**src/rtl/pipe_pkg.sv**
```systemverilog
// -----------------------------------------------------------------------------
// pipe_pkg
// Shared definitions for the 5-stage in-order RV64 pipeline control slice:
// hazard controller FSM state encoding, the default register index width and
// the canonical NOP instruction word loaded into flushed pipeline registers.
// No ports (package).
// -----------------------------------------------------------------------------
package pipe_pkg;

    // Default architectural register index width (32 integer registers)
    localparam int RIDX_W_DEF = 5;

    // addi x0, x0, 0 -- what a flushed IF/ID register holds
    localparam logic [31:0] NOP_INSTR = 32'h0000_0013;

    // Hazard controller states
    typedef enum logic [1:0] {
        RUN     = 2'd0,
        REDIR   = 2'd1,
        MD_WAIT = 2'd2
    } hz_state_e;

endpackage

```
**src/rtl/pipe_hazard_ctrl_perf_cnt.sv**
```systemverilog
// -----------------------------------------------------------------------------
// hazard_perf_cnt
// Four free-running wrap-around cycle counters for the hazard controller:
// load-use bubbles, redirect/flush cycles, mul/div wait cycles and data
// memory back-pressure cycles. Each counter increments by one on every
// clock where its *_inc input is high, wraps at 2^CNT_W and is cleared by
// the synchronous active-high reset.
// Only compiled when HAZARD_PERF_EN is defined.
//
// Ports:
//   clk, rst                      clock, synchronous active-high reset
//   lu_inc, flush_inc,            per-counter increment strobes
//   md_inc, mem_inc
//   perf_lu_cnt, perf_flush_cnt,  counter registers (CNT_W bits each)
//   perf_md_cnt, perf_mem_cnt
// -----------------------------------------------------------------------------
`ifdef HAZARD_PERF_EN
module hazard_perf_cnt #(
    parameter int CNT_W = 32
) (
    input  logic             clk,
    input  logic             rst,
    input  logic             lu_inc,
    input  logic             flush_inc,
    input  logic             md_inc,
    input  logic             mem_inc,
    output logic [CNT_W-1:0] perf_lu_cnt,
    output logic [CNT_W-1:0] perf_flush_cnt,
    output logic [CNT_W-1:0] perf_md_cnt,
    output logic [CNT_W-1:0] perf_mem_cnt
);

    logic [CNT_W-1:0] lu_cnt_q,    lu_cnt_d;
    logic [CNT_W-1:0] flush_cnt_q, flush_cnt_d;
    logic [CNT_W-1:0] md_cnt_q,    md_cnt_d;
    logic [CNT_W-1:0] mem_cnt_q,   mem_cnt_d;

    // Next-count logic: plain modular add, overflow simply wraps
    always_comb begin
        lu_cnt_d    = lu_cnt_q    + CNT_W'(lu_inc);
        flush_cnt_d = flush_cnt_q + CNT_W'(flush_inc);
        md_cnt_d    = md_cnt_q    + CNT_W'(md_inc);
        mem_cnt_d   = mem_cnt_q   + CNT_W'(mem_inc);
    end

    // Counter registers, cleared by reset
    always_ff @(posedge clk) begin
        if (rst) begin
            lu_cnt_q    <= '0;
            flush_cnt_q <= '0;
            md_cnt_q    <= '0;
            mem_cnt_q   <= '0;
        end else begin
            lu_cnt_q    <= lu_cnt_d;
            flush_cnt_q <= flush_cnt_d;
            md_cnt_q    <= md_cnt_d;
            mem_cnt_q   <= mem_cnt_d;
        end
    end

    assign perf_lu_cnt    = lu_cnt_q;
    assign perf_flush_cnt = flush_cnt_q;
    assign perf_md_cnt    = md_cnt_q;
    assign perf_mem_cnt   = mem_cnt_q;

endmodule
`endif

```
**src/rtl/pipe_hazard_ctrl.sv**
```systemverilog
// -----------------------------------------------------------------------------
// pipe_hazard_ctrl
// Central stall/flush controller for the 5-stage in-order RV64 pipeline.
// Resolves, in priority order: data-memory back-pressure (full freeze),
// branch/jump redirect flushes, multi-cycle mul/div waits and load-use
// bubbles. Small FSM (RUN / REDIR / MD_WAIT) plus combinational priority
// logic; no datapath.
//
// Optional feature macro: HAZARD_PERF_EN -- adds four CNT_W-bit performance
// counter outputs (load-use, flush, mul/div wait, mem back-pressure cycles).
//
// Ports:
//   clk, rst                 clock, synchronous active-high reset
//   id_rs1_idx, id_rs2_idx   source register indices of the ID instruction
//   id_use_rs1, id_use_rs2   ID instruction actually reads rs1 / rs2
//   ex_rd_idx, ex_wben       destination / write-back flag of EX instruction
//   ex_is_load               EX instruction is a load
//   ex_redirect              EX resolved a taken control transfer
//   ex_md_start              EX instruction launches multi-cycle mul/div
//   md_done                  mul/div result valid (single-cycle pulse)
//   mem_busy                 data memory stalls the MEM stage
//   pc_en, ifid_en           PC / IF/ID load enables
//   ifid_flush               IF/ID loads a NOP (dominates ifid_en)
//   idex_stall_n             0 = ID/EX loads a bubble
//   idex_hold                ID/EX keeps its contents
//   exmem_bubble             EX/MEM loads a bubble
//   memwb_en                 MEM/WB load enable
// -----------------------------------------------------------------------------
module pipe_hazard_ctrl
    import pipe_pkg::*;
#(
    parameter int RIDX_W = RIDX_W_DEF
`ifdef HAZARD_PERF_EN
    ,
    parameter int CNT_W  = 32
`endif
) (
    input  logic              clk,
    input  logic              rst,
    input  logic [RIDX_W-1:0] id_rs1_idx,
    input  logic [RIDX_W-1:0] id_rs2_idx,
    input  logic              id_use_rs1,
    input  logic              id_use_rs2,
    input  logic [RIDX_W-1:0] ex_rd_idx,
    input  logic              ex_wben,
    input  logic              ex_is_load,
    input  logic              ex_redirect,
    input  logic              ex_md_start,
    input  logic              md_done,
    input  logic              mem_busy,
    output logic              pc_en,
    output logic              ifid_en,
    output logic              ifid_flush,
    output logic              idex_stall_n,
    output logic              idex_hold,
    output logic              exmem_bubble,
    output logic              memwb_en
`ifdef HAZARD_PERF_EN
    ,
    output logic [CNT_W-1:0]  perf_lu_cnt,
    output logic [CNT_W-1:0]  perf_flush_cnt,
    output logic [CNT_W-1:0]  perf_md_cnt,
    output logic [CNT_W-1:0]  perf_mem_cnt
`endif
);

    hz_state_e state_q, state_d;
    logic      md_pend_q, md_pend_d;
    logic      lu_haz;

    // Load-use comparator: an in-flight load whose destination is read by
    // the instruction in ID. Writes to x0 are discarded, so never a hazard.
    always_comb begin
        lu_haz = ex_is_load & ex_wben & (ex_rd_idx != '0) &
                 ((id_use_rs1 & (id_rs1_idx == ex_rd_idx)) |
                  (id_use_rs2 & (id_rs2_idx == ex_rd_idx)));
    end

    // Next-state and output logic. Defaults describe a free-flowing pipe;
    // each branch below overrides only what its hazard needs. Back-pressure
    // is checked first because nothing may move while MEM cannot retire;
    // a md_done pulse seen during such a freeze is remembered in md_pend so
    // the mul/div wait can release as soon as the freeze ends.
    always_comb begin
        pc_en        = 1'b1;
        ifid_en      = 1'b1;
        ifid_flush   = 1'b0;
        idex_stall_n = 1'b1;
        idex_hold    = 1'b0;
        exmem_bubble = 1'b0;
        memwb_en     = 1'b1;
        state_d      = state_q;
        md_pend_d    = md_pend_q;

        if (rst) begin
            pc_en        = 1'b0;
            ifid_en      = 1'b0;
            ifid_flush   = 1'b1;
            idex_stall_n = 1'b0;
            exmem_bubble = 1'b1;
            memwb_en     = 1'b0;
            state_d      = RUN;
            md_pend_d    = 1'b0;
        end else if (mem_busy) begin
            pc_en     = 1'b0;
            ifid_en   = 1'b0;
            memwb_en  = 1'b0;
            idex_hold = 1'b1;
            if (md_done) begin
                md_pend_d = 1'b1;
            end
        end else begin
            case (state_q)
                RUN: begin
                    // A redirect kills the younger ID instruction, so any
                    // load-use hazard it carries is irrelevant.
                    if (ex_redirect) begin
                        ifid_flush   = 1'b1;
                        idex_stall_n = 1'b0;
                        state_d      = REDIR;
                    end else if (ex_md_start & ~md_done) begin
                        pc_en        = 1'b0;
                        ifid_en      = 1'b0;
                        idex_hold    = 1'b1;
                        exmem_bubble = 1'b1;
                        state_d      = MD_WAIT;
                    end else if (lu_haz) begin
                        pc_en        = 1'b0;
                        ifid_en      = 1'b0;
                        idex_stall_n = 1'b0;
                    end
                end
                REDIR: begin
                    // The fetch made in the redirect cycle is stale
                    ifid_flush = 1'b1;
                    state_d    = RUN;
                end
                MD_WAIT: begin
                    if (md_done | md_pend_q) begin
                        md_pend_d = 1'b0;
                        state_d   = RUN;
                    end else begin
                        pc_en        = 1'b0;
                        ifid_en      = 1'b0;
                        idex_hold    = 1'b1;
                        exmem_bubble = 1'b1;
                    end
                end
                default: begin
                    state_d = RUN;
                end
            endcase
        end
    end

    // State and pending-done registers
    always_ff @(posedge clk) begin
        if (rst) begin
            state_q   <= RUN;
            md_pend_q <= 1'b0;
        end else begin
            state_q   <= state_d;
            md_pend_q <= md_pend_d;
        end
    end

`ifdef HAZARD_PERF_EN
    logic lu_bubble;

    // A load-use bubble is only inserted when no higher-priority condition
    // claimed the cycle
    always_comb begin
        lu_bubble = ~rst & ~mem_busy & (state_q == RUN) & ~ex_redirect &
                    ~(ex_md_start & ~md_done) & lu_haz;
    end

    hazard_perf_cnt #(
        .CNT_W (CNT_W)
    ) u_perf (
        .clk            (clk),
        .rst            (rst),
        .lu_inc         (lu_bubble),
        .flush_inc      (ifid_flush & ~rst),
        .md_inc         ((state_q == MD_WAIT) & ~rst),
        .mem_inc        (mem_busy & ~rst),
        .perf_lu_cnt    (perf_lu_cnt),
        .perf_flush_cnt (perf_flush_cnt),
        .perf_md_cnt    (perf_md_cnt),
        .perf_mem_cnt   (perf_mem_cnt)
    );
`endif

endmodule

```
**config.mk**
```make
export PLATFORM = sky130hd
export DESIGN_NAME = pipe_hazard_ctrl
export DESIGN_NICKNAME = d
export VERILOG_FILES = /design/src/rtl/pipe_pkg.sv /design/src/rtl/pipe_hazard_ctrl_perf_cnt.sv /design/src/rtl/pipe_hazard_ctrl.sv
export SDC_FILE = /design/constraint.sdc
export NUM_CORES = 1
export LEC_CHECK = 0
export ABC_AREA = 1
export CAP_MARGIN = 20
export CORE_AREA = 2 2 39 41
export CTS_CLUSTER_DIAMETER = 200
export DETAILED_ROUTE_END_ITERATION = 10
export DIE_AREA = 0 0 41 43
export PLACE_DENSITY = 0.81
export REMOVE_ABC_BUFFERS = 1
export SYNTH_ARGS = -nofsm -noshare
export SYNTH_HDL_FRONTEND = slang
export SYNTH_SLANG_ARGS = --single-unit
export TNS_END_PERCENT = 1
```
**constraint.sdc**
```tcl
create_clock -name clk -period 2.3 [get_ports clk]
set_clock_uncertainty 0.1 [all_clocks]
set_input_delay 0.46 -clock clk [delete_from_list [all_inputs] [get_ports clk]]
set_output_delay 0.46 -clock clk [all_outputs]
set_load 0.02 [all_outputs]
```
After elaboration in Yosys (flattened, before gate mapping)
Index checks and enable logic that the tools add are counted.
{"block": "totals", "ff_bits": 3, "inputBits": 25, "out_inout_bits": 7, "word_cells": 59}
{"block": "op_classes", "eq_ne": 7, "mux": 34, "n_bitwise": 10, "n_reduce_logical": 6}
{"cell": "1-bit two-way mux", "n": 27}
{"cell": "5-bit equality test", "n": 2}
{"cell": "1-bit bitwise AND", "n": 6}
{"cell": "2-bit two-way mux", "n": 3}
{"cell": "1-bit case mux with 2 select lines", "n": 3}
{"cell": "3-bit AND reduction", "n": 2}
{"cell": "5-bit nonzero test", "n": 1}
{"cell": "2-bit inequality test, second input constant", "n": 2}
{"cell": "2-bit case mux with 2 select lines", "n": 1}
{"cell": "2-bit nonzero test", "n": 2}
{"cell": "3-bit inequality test, second input constant", "n": 1}
{"cell": "2-bit by 1-bit equality test with 1-bit output, second input constant", "n": 1}
{"cell": "2-bit equality test, second input constant", "n": 1}
{"cell": "2-bit logical NOT", "n": 1}
{"cell": "1-bit NOT", "n": 2}
{"cell": "1-bit OR", "n": 2}

Depth between registers and ports, before layout
Gate-level depths: netlist of the first run.
{"block": "logic_depth", "word_depth": 10, "ltp_mapped": 10, "mapped_depth_nobuf": 9}

Worst setup path before layout of the first run
OpenSTA, ideal clock, no wires.
{"block": "synth_timing", "path_type": "input to output", "from": "in mem_busy", "to": "out pc_en", "t_arrival_ps": 1278, "required_time_ps": 1740, "path_slack_ps": 462, "stages": 4, "path_buffers": 1, "path_cell_list": "nor2_1 > nand4_1 > inv_1 > buf_4"}
{"block": "synth_via", "elab_chain_cells": 2}
{"item": "start, declared", "line": "pipe_hazard_ctrl.sv:50", "source": "input logic mem_busy,"}
{"item": "1-bit two-way mux (2 in a row)"}
{"item": "end, declared", "line": "pipe_hazard_ctrl.sv:51", "source": "output logic pc_en,"}
Every way passes these cells.

Worst setup path after layout of the first run
{"block": "layout_timing", "from": "in id_rs1_idx[4]", "to": "out idex_stall_n"}
{"block": "layout_via", "elab_chain_cells": 10}
{"item": "start, declared", "line": "pipe_hazard_ctrl.sv:40", "source": "input logic [RIDX_W-1:0] id_rs1_idx,"}
{"item": "5-bit equality test", "line": "pipe_hazard_ctrl.sv:75", "source": "((id_use_rs1 & (id_rs1_idx == ex_rd_idx)) |"}
{"item": "1-bit bitwise AND", "line": "pipe_hazard_ctrl.sv:75"}
{"item": "1-bit OR", "line": "pipe_hazard_ctrl.sv:75"}
{"item": "1-bit bitwise AND", "line": "pipe_hazard_ctrl.sv:74", "source": "lu_haz = ex_is_load & ex_wben & (ex_rd_idx != '0) &"}
{"item": "1-bit two-way mux", "line": "pipe_hazard_ctrl.sv:127", "source": "end else if (lu_haz) begin"}
{"item": "1-bit two-way mux", "line": "pipe_hazard_ctrl.sv:121", "source": "end else if (ex_md_start & ~md_done) begin"}
{"item": "1-bit two-way mux", "line": "pipe_hazard_ctrl.sv:117", "source": "if (ex_redirect) begin"}
{"item": "1-bit two-way mux", "line": "pipe_hazard_ctrl.sv:113", "source": "case (state_q)"}
{"item": "1-bit two-way mux", "line": "pipe_hazard_ctrl.sv:104", "source": "end else if (mem_busy) begin"}
{"item": "1-bit two-way mux", "line": "pipe_hazard_ctrl.sv:95", "source": "if (rst) begin"}
{"item": "end, declared", "line": "pipe_hazard_ctrl.sv:54", "source": "output logic idex_stall_n,"}
Every way passes these cells.

==> run metrics, run 1 <==
status=completed; post-synth top area share=0.280; die area=1760 µm²; Worst R2R Setup Slack=1.00 ns; num rows=14; clock sinks=3; Total GRT Usage=0.162; DR vias=700; Worst EP arrival=between 1.5 and 2 ns; post-synthesis sequential area ratio=0.128; Period Utilization, post-route=0.973; largest net degree at the start of global routing=6; Core Footprint=1380 µm²; Hold Vio Cnt, Final=0; Worst Setup End Kind=output port; synthesized cell area=about 470 µm²; CP endpoint=idex_stall_n; area leader, netlist=nand2_1; first-pass GRT wire length=2.01 mm; CP max stage cell=clkdlybuf4s50_1; largest cells by area after synthesis=nand2_1 (28%), inv_1 (19%), dfxtp_1 (13%); simple-gate share of the synthesized area=0.568; first-pass iteration count of the detailed router=4; clock-pin slew on the worst setup and hold paths=~0.03 ns; vias in the first global route=around 540; min Tclk post-route=between 2 and 2.5 ns; largest family of logic cells by synthesized area=simple AND/OR/NAND/NOR gates; Least-Margin Pin Slew=0.227 ns; # setup viols final=0; Initial Utilization=0.339; TritonCTS clock tree=done; hold crit path type=flip-flop to flip-flop; YS warnings=0; worst setup path start=id_rs1_idx[4]; total of max-cap violations=0; post-synthesis mux area share=0; crit-path most repeated cell=nand2_1; Synth Register Bits=3; H-tree depth=1; leakage power=slightly below 0.6 nW; WP buf/inv=3; Reg-to-Reg End=state_q[0]; CTS Buffer Depth=2; Routed Wire Length=1.39 mm; PortBufs=31; Skew-Pair Late Insertion Delay=~0.23 ns; Layout Cells excl Fill=between 150 and 200; RSZ-0062 raised after global routing=true; detailed-placement wirelength estimate=~1.1 mm; fin nets=approximately 170; Cell Pwr Density=approximately 340 nW/µm²; Crit path depth=11; DR DRC count=0; Post-DP Area=860 µm²; hold_buf cts=0; Worst R2R Start=state_q[0]; GP Congestion=approximately 0.85; Setup crit start kind=input pin; adder-cell area share of the yosys netlist=0; Synth cell types=15; xor/xnor share of the synthesized area=0; final-layout fill cell count=around 130; VDD IR max=276 µV; Antenna diodes=0; Synth-to-Final Area Change=91.7%; Num CTS Buffers=3; Core Util, Final=0.650; crit-path cells=clkdlybuf4s50_1 > inv_1 > nand2_1 > nand2_1 > nor2_1 > nand3_1 > nand2_1 > nand3_1 > nand2_1 > a21oi_2 > buf_4; Post-DRT Antenna Nets=0; max-slew violations=0; Final Instance Area=between 800 and 900 µm²; Die Y=about 43 µm; CP Class=input pin to output port; compound-gate portion of the synthesized area=0.0960; Top Ports=32; CP peak stage delay=around 0.47 ns; Crit path required time=approximately 1.7 ns; worst-path fanout max=2; R2R cell count=7; fraction of layout cells with a size suffix above 1=0.176; delay-heaviest family, CP=buffers and inverters; grt ovf=0; antenna violations before repair=0; placed cell count=roughly 150; WHS=between 0.3 and 0.4 ns; Die X=just over 40 µm; Syn Inst Count=just under 100; Setup Buffers After CTS=0; Worst slew margin=0.849; 1st-iter DRT viols=12; Max Freq=447 MHz; Wirelength per Cell=approximately 9 µm; syn avg cell area=4.74 µm²; vias per cell=~4.4; CTS Root Cell=clkbuf_4
area by class of cell:
cell class,count,area (µm²),area share
clock buffer,4,26.3,0.0292
inverter,24,90.1,0.100
multi-input combinational,71,315,0.350
sequential,3,60.1,0.0668
tap,16,20.0,0.0223
timing repair buffer,40,388,0.431
through the flow:
stage          total power [mW]  TNS [ns]  setup slack (ns)
6_report                  0.308         0            0.0612
5_1_grt                   0.333   -0.0403           -0.0244
2_1_floorplan             0.133         0             0.500
3_5_place_dp              0.221     -1.89            -0.414
4_1_cts                   0.311    -0.326            -0.164
3_3_place_gp              0.218     -1.82            -0.392
repair_timing:
item / 4_1_cts / 5_1_grt
pin swaps: 0 / 6
setup endpoints to repair: 7 / 5
resized for setup: 12 / 27
cell usage after synthesis:
master   instances
nand3_1          5
a21oi_1          4
o21ai_1          2
nand2_1         35
nand3_2          1
o21ai_0          3
nor2_1          15
nand2_2          1
nand4_1          2
nor3_1           1
buf_4            1
or2_4            1
inv_1           24
nor2_4           1
dfxtp_1          3
how the worst min path moves through the flow:
stage / start / to / slack [ns] / cells past startpoint
2_1_floorplan: state_q[0] / state_q[0] / 0.35 / 2
3_3_place_gp: state_q[0] / state_q[0] / 0.37 / 2
3_5_place_dp: state_q[1] / state_q[1] / 0.39 / 2
4_1_cts: state_q[0] / state_q[0] / 0.39 / 2
5_1_grt: state_q[1] / state_q[1] / 0.43 / 2
6_report: state_q[0] / state_q[0] / 0.39 / 2
cell families (layout without fill, tap and decap cells):
family	after synthesis	count (layout)
flip-flops	3	3
AO/OA/AOI/OAI	9	9
buffers and inverters	25	68
AND/OR/NAND/NOR	62	62
state kept, by name, summed over array words and instances, names as in the netlist:
register   count
md_pend_q      1
state_q        2
per-layer routing:
| metal | track usage | share of wire | routed length [µm] | up-vias |
|---|---|---|---|---|
| met3 | 0 | 0.051 | 71 | 2 |
| met2 | 0.281 | 0.51 | 716 | 24 |
| met1 | 0.199 | 0.42 | 591 | 294 |
| met5 | 0 | 0 | 0 | - |
| met4 | 0.0600 | 0.011 | 15 | 0 |
| li1 | - | - | - | 380 |
worst min-delay path, stage by stage, from the launching register on:
cell and delay (ns):
dfxtp_1 0.32, inv_1 0.06, a21oi_1 0.06
where the power goes:
group          internal, mW  total, mW  switching (mW)
Combinational        0.0808      0.156          0.0748
Clock                0.0650     0.0922          0.0272
Sequential           0.0572     0.0601         0.00286
cell usage in the layout, fill, tap and decap left out:
cell,netlist,layout
dfxtp_1,3,3
o21ai_0,3,3
clkdlybuf4s50_1,0,12
nand4_1,2,2
a21oi_2,0,1
clkbuf_4,0,3
nor3_1,1,1
o21ai_1,2,2
nand3_1,5,5
nand3_2,1,1
nand2_2,1,1
inv_2,0,3
clkdlybuf4s15_1,0,1
nor2_1,15,15
clkbuf_2,0,1
clkbuf_1,0,1
a21oi_1,4,3
nor2_4,1,1
dlymetal6s2s_1,0,10
buf_4,1,12
dlygate4sd2_1,0,3
inv_1,24,21
nand2_1,35,35
or2_4,1,1
buf_6,0,1
(Power assumes the default switching activity.)
==> run 2: changes to the inputs <==
--- a/config.mk
+++ b/config.mk
@@ -7,11 +7,15 @@
 export LEC_CHECK = 0
 export ABC_AREA = 1
 export CAP_MARGIN = 20
-export CORE_AREA = 2 2 39 41
+export CELL_PAD_IN_SITES_DETAIL_PLACEMENT = 1
+export CELL_PAD_IN_SITES_GLOBAL_PLACEMENT = 1
+export CORE_ASPECT_RATIO = 1.1
+export CORE_MARGIN = 2
+export CORE_UTILIZATION = 21
 export CTS_CLUSTER_DIAMETER = 200
 export DETAILED_ROUTE_END_ITERATION = 10
-export DIE_AREA = 0 0 41 43
-export PLACE_DENSITY = 0.81
+export MAX_ROUTING_LAYER = met4
+export PLACE_DENSITY = 0.82
 export REMOVE_ABC_BUFFERS = 1
 export SYNTH_ARGS = -nofsm -noshare
 export SYNTH_HDL_FRONTEND = slang
==> run 2 against run 1 <==
Compared with the run above:
- global-route usage decreased by 0.82 points
- critical path type unchanged
- power increased by 2.4%
- sequential power increased by 2%
- register-to-register slack got worse by 0.11 ns
- design area increased by 2.2%
- largest cell class unchanged
- sequential cell count unchanged
- critical endpoint is now ifid_flush
- clock power increased by 0.4%
- final cell count increased by 7.6%
- routed wire length increased by 37%
==> run metrics, run 2 (same netlist as run 1, synthesis figures left out) <==
Antenna diodes=0 (unchanged); setup_tns=0 ns (unchanged); # setup viols final=0 (unchanged); PortBufs=31 (unchanged); H-tree depth=1 (unchanged); Total GRT Usage=0.153 (-0.00823); Crit path depth=4 (-7); max reg flops=2 (unchanged); VDD IR max=296 µV (+7.4%); max-slew violations=0 (unchanged); antenna violations before repair=0 (unchanged); detailed-placement wirelength estimate=1.56 mm (+37%); Skew-Pair Late Insertion Delay=0.23 ns (about the same); CTS Buffer Depth=2 (unchanged); delay-heaviest family, CP=buffers and inverters; Core Footprint=2060 µm² (+49%); Period Utilization, post-route=0.944 (-0.0298); most frequent cells in the layout=nand2_1 (33), inv_1 (20), nor2_1 (15), buf_4 (11), dlymetal6s2s_1 (10); biggest regs=state_q (2), md_pend_q (1); Max Freq=461 MHz (+3.2%); R2R cell count=7 (unchanged); Final Instance Area=920 µm² (+2.2%); min Tclk post-route=2.17 ns (-0.0684 ns); hold_buf cts=0 (unchanged); Initial Utilization=0.227 (-0.112); clock sinks=3 (unchanged); placed cell count=166 (+7.8%); Worst slew margin=0.869 (+0.0194); Worst R2R Setup Slack=0.89 ns (-0.11 ns); hold crit path type=flip-flop to flip-flop; CP Class=input pin to output port; Die Y=53.6 µm (+25%); CP max stage cell=clkdlybuf4s50_1; CP peak stage delay=0.50 ns (+0.03 ns); commonest non-fill, non-tap cell in the layout=nand2_1; first-pass iteration count of the detailed router=4 (unchanged); total of max-cap violations=0 (unchanged); CTS Root Cell=clkbuf_4; worst-path fanout max=5 (+3); Setup crit start kind=input pin; TritonCTS clock tree=done; Worst EP arrival=1.61 ns (-0.07 ns); first-pass GRT wire length=3.09 mm (+54%); CP endpoint=ifid_flush; Crit path required time=1.74 ns (about the same); Worst R2R Start=state_q[0]; fin nets=168 (unchanged); WP buf/inv=3 (unchanged); Num CTS Buffers=3 (unchanged); Reg-to-Reg End=state_q[1]; final worst slack=0.130 ns (+0.0684 ns); worst setup path start=mem_busy; largest net degree at the start of global routing=6 (unchanged); crit-path cells=clkdlybuf4s50_1 > buf_4 > o21ai_0 > clkdlybuf4s15_1; Top Ports=32 (unchanged); Top reg by flops=state_q; Worst Setup End Kind=output port; Cell Pwr Density=343 nW/µm² (+0.12%); Least-Margin Pin Slew=0.196 ns (-0.0306 ns); fraction of layout cells with a size suffix above 1=0.211 (+0.0352); Layout Cells excl Fill=170 (+7.6%); Routed Wire Length=1.91 mm (+37%); Post-DP Area=875 µm² (+1.7%); Core Util, Final=0.446 (-0.204); Die X=49.1 µm (+20%); Post-DRT Antenna Nets=0 (unchanged); die area=2630 µm² (+49%); DP Worst Slack=-0.486 ns (-0.0721 ns); Wirelength per Cell=11.2 µm (+28%); DR vias=748 (+6.9%); grt ovf=0 (unchanged); vias in the first global route=785 (+44%); 1st-iter DRT viols=11 (-1); num rows=17 (+3); RSZ-0062 raised after global routing=false; GP Congestion=0.806 (-5.1%); Synth-to-Final Area Change=96.0%; Hold Vio Cnt, Final=0 (unchanged); leakage power=0.599 nW (+0.90%); status=completed; clock-pin slew on the worst setup and hold paths=0.04 ns (about the same); vias per cell=4.40 (-0.69%); DR DRC count=0 (unchanged); Setup Buffers After CTS=0 (unchanged)
## run 2: how the worst min path moves through the flow
stage | startpoint | to | cells past startpoint
detailed placement | state_q[0] | state_q[0] | 2
global placement | state_q[0] | state_q[0] | 2
CTS | state_q[0] | state_q[0] | 2
floorplan | state_q[0] | state_q[0] | 2
finish | state_q[0] | state_q[0] | 2
global route | state_q[0] | state_q[0] | 2
## run 2: per-stage QoR
step	total power, mW	hold WS, ns
3_5_place_dp	0.228	0.397
5_1_grt	0.343	0.443
4_1_cts	0.315	0.411
3_3_place_gp	0.221	0.368
6_report	0.315	0.417
2_1_floorplan	0.133	0.347
## run 2: area by class of cell
class	instances	area [µm²]
Clock buffer	4	26.3
Fill cell	312	1140
Inverter	24	90.1
Sequential cell	3	60.1
Tap cell	28	35.0
Timing Repair Buffer	40	383
Multi-Input combinational cell	71	325
## run 2: worst min-delay path, delay by kind of cell (launching register included)
kind | cells | cell delay [ns]
AOI/OAI and AO/OA | 1 | 0.06
buffers and inverters | 1 | 0.07
DFF | 1 | 0.33
## run 2: metal layers
layer	global-route usage	wire length, µm
met1	0.158	799
met2	0.320	1080
met3	0.0111	35
met4	0.0333	0
met5	-	0
## run 2: power by group
part	internal [mW]	switching (mW)	total [mW]
registers	0.0572	0.00404	0.0613
clock network	0.0650	0.0276	0.0926
logic	0.0794	0.0820	0.161
## run 2: repair_timing
item,CTS,global route
cloned,0,0
endpoints found under the setup margin,7,6
resized for setup,25,25
pin swaps,1,9
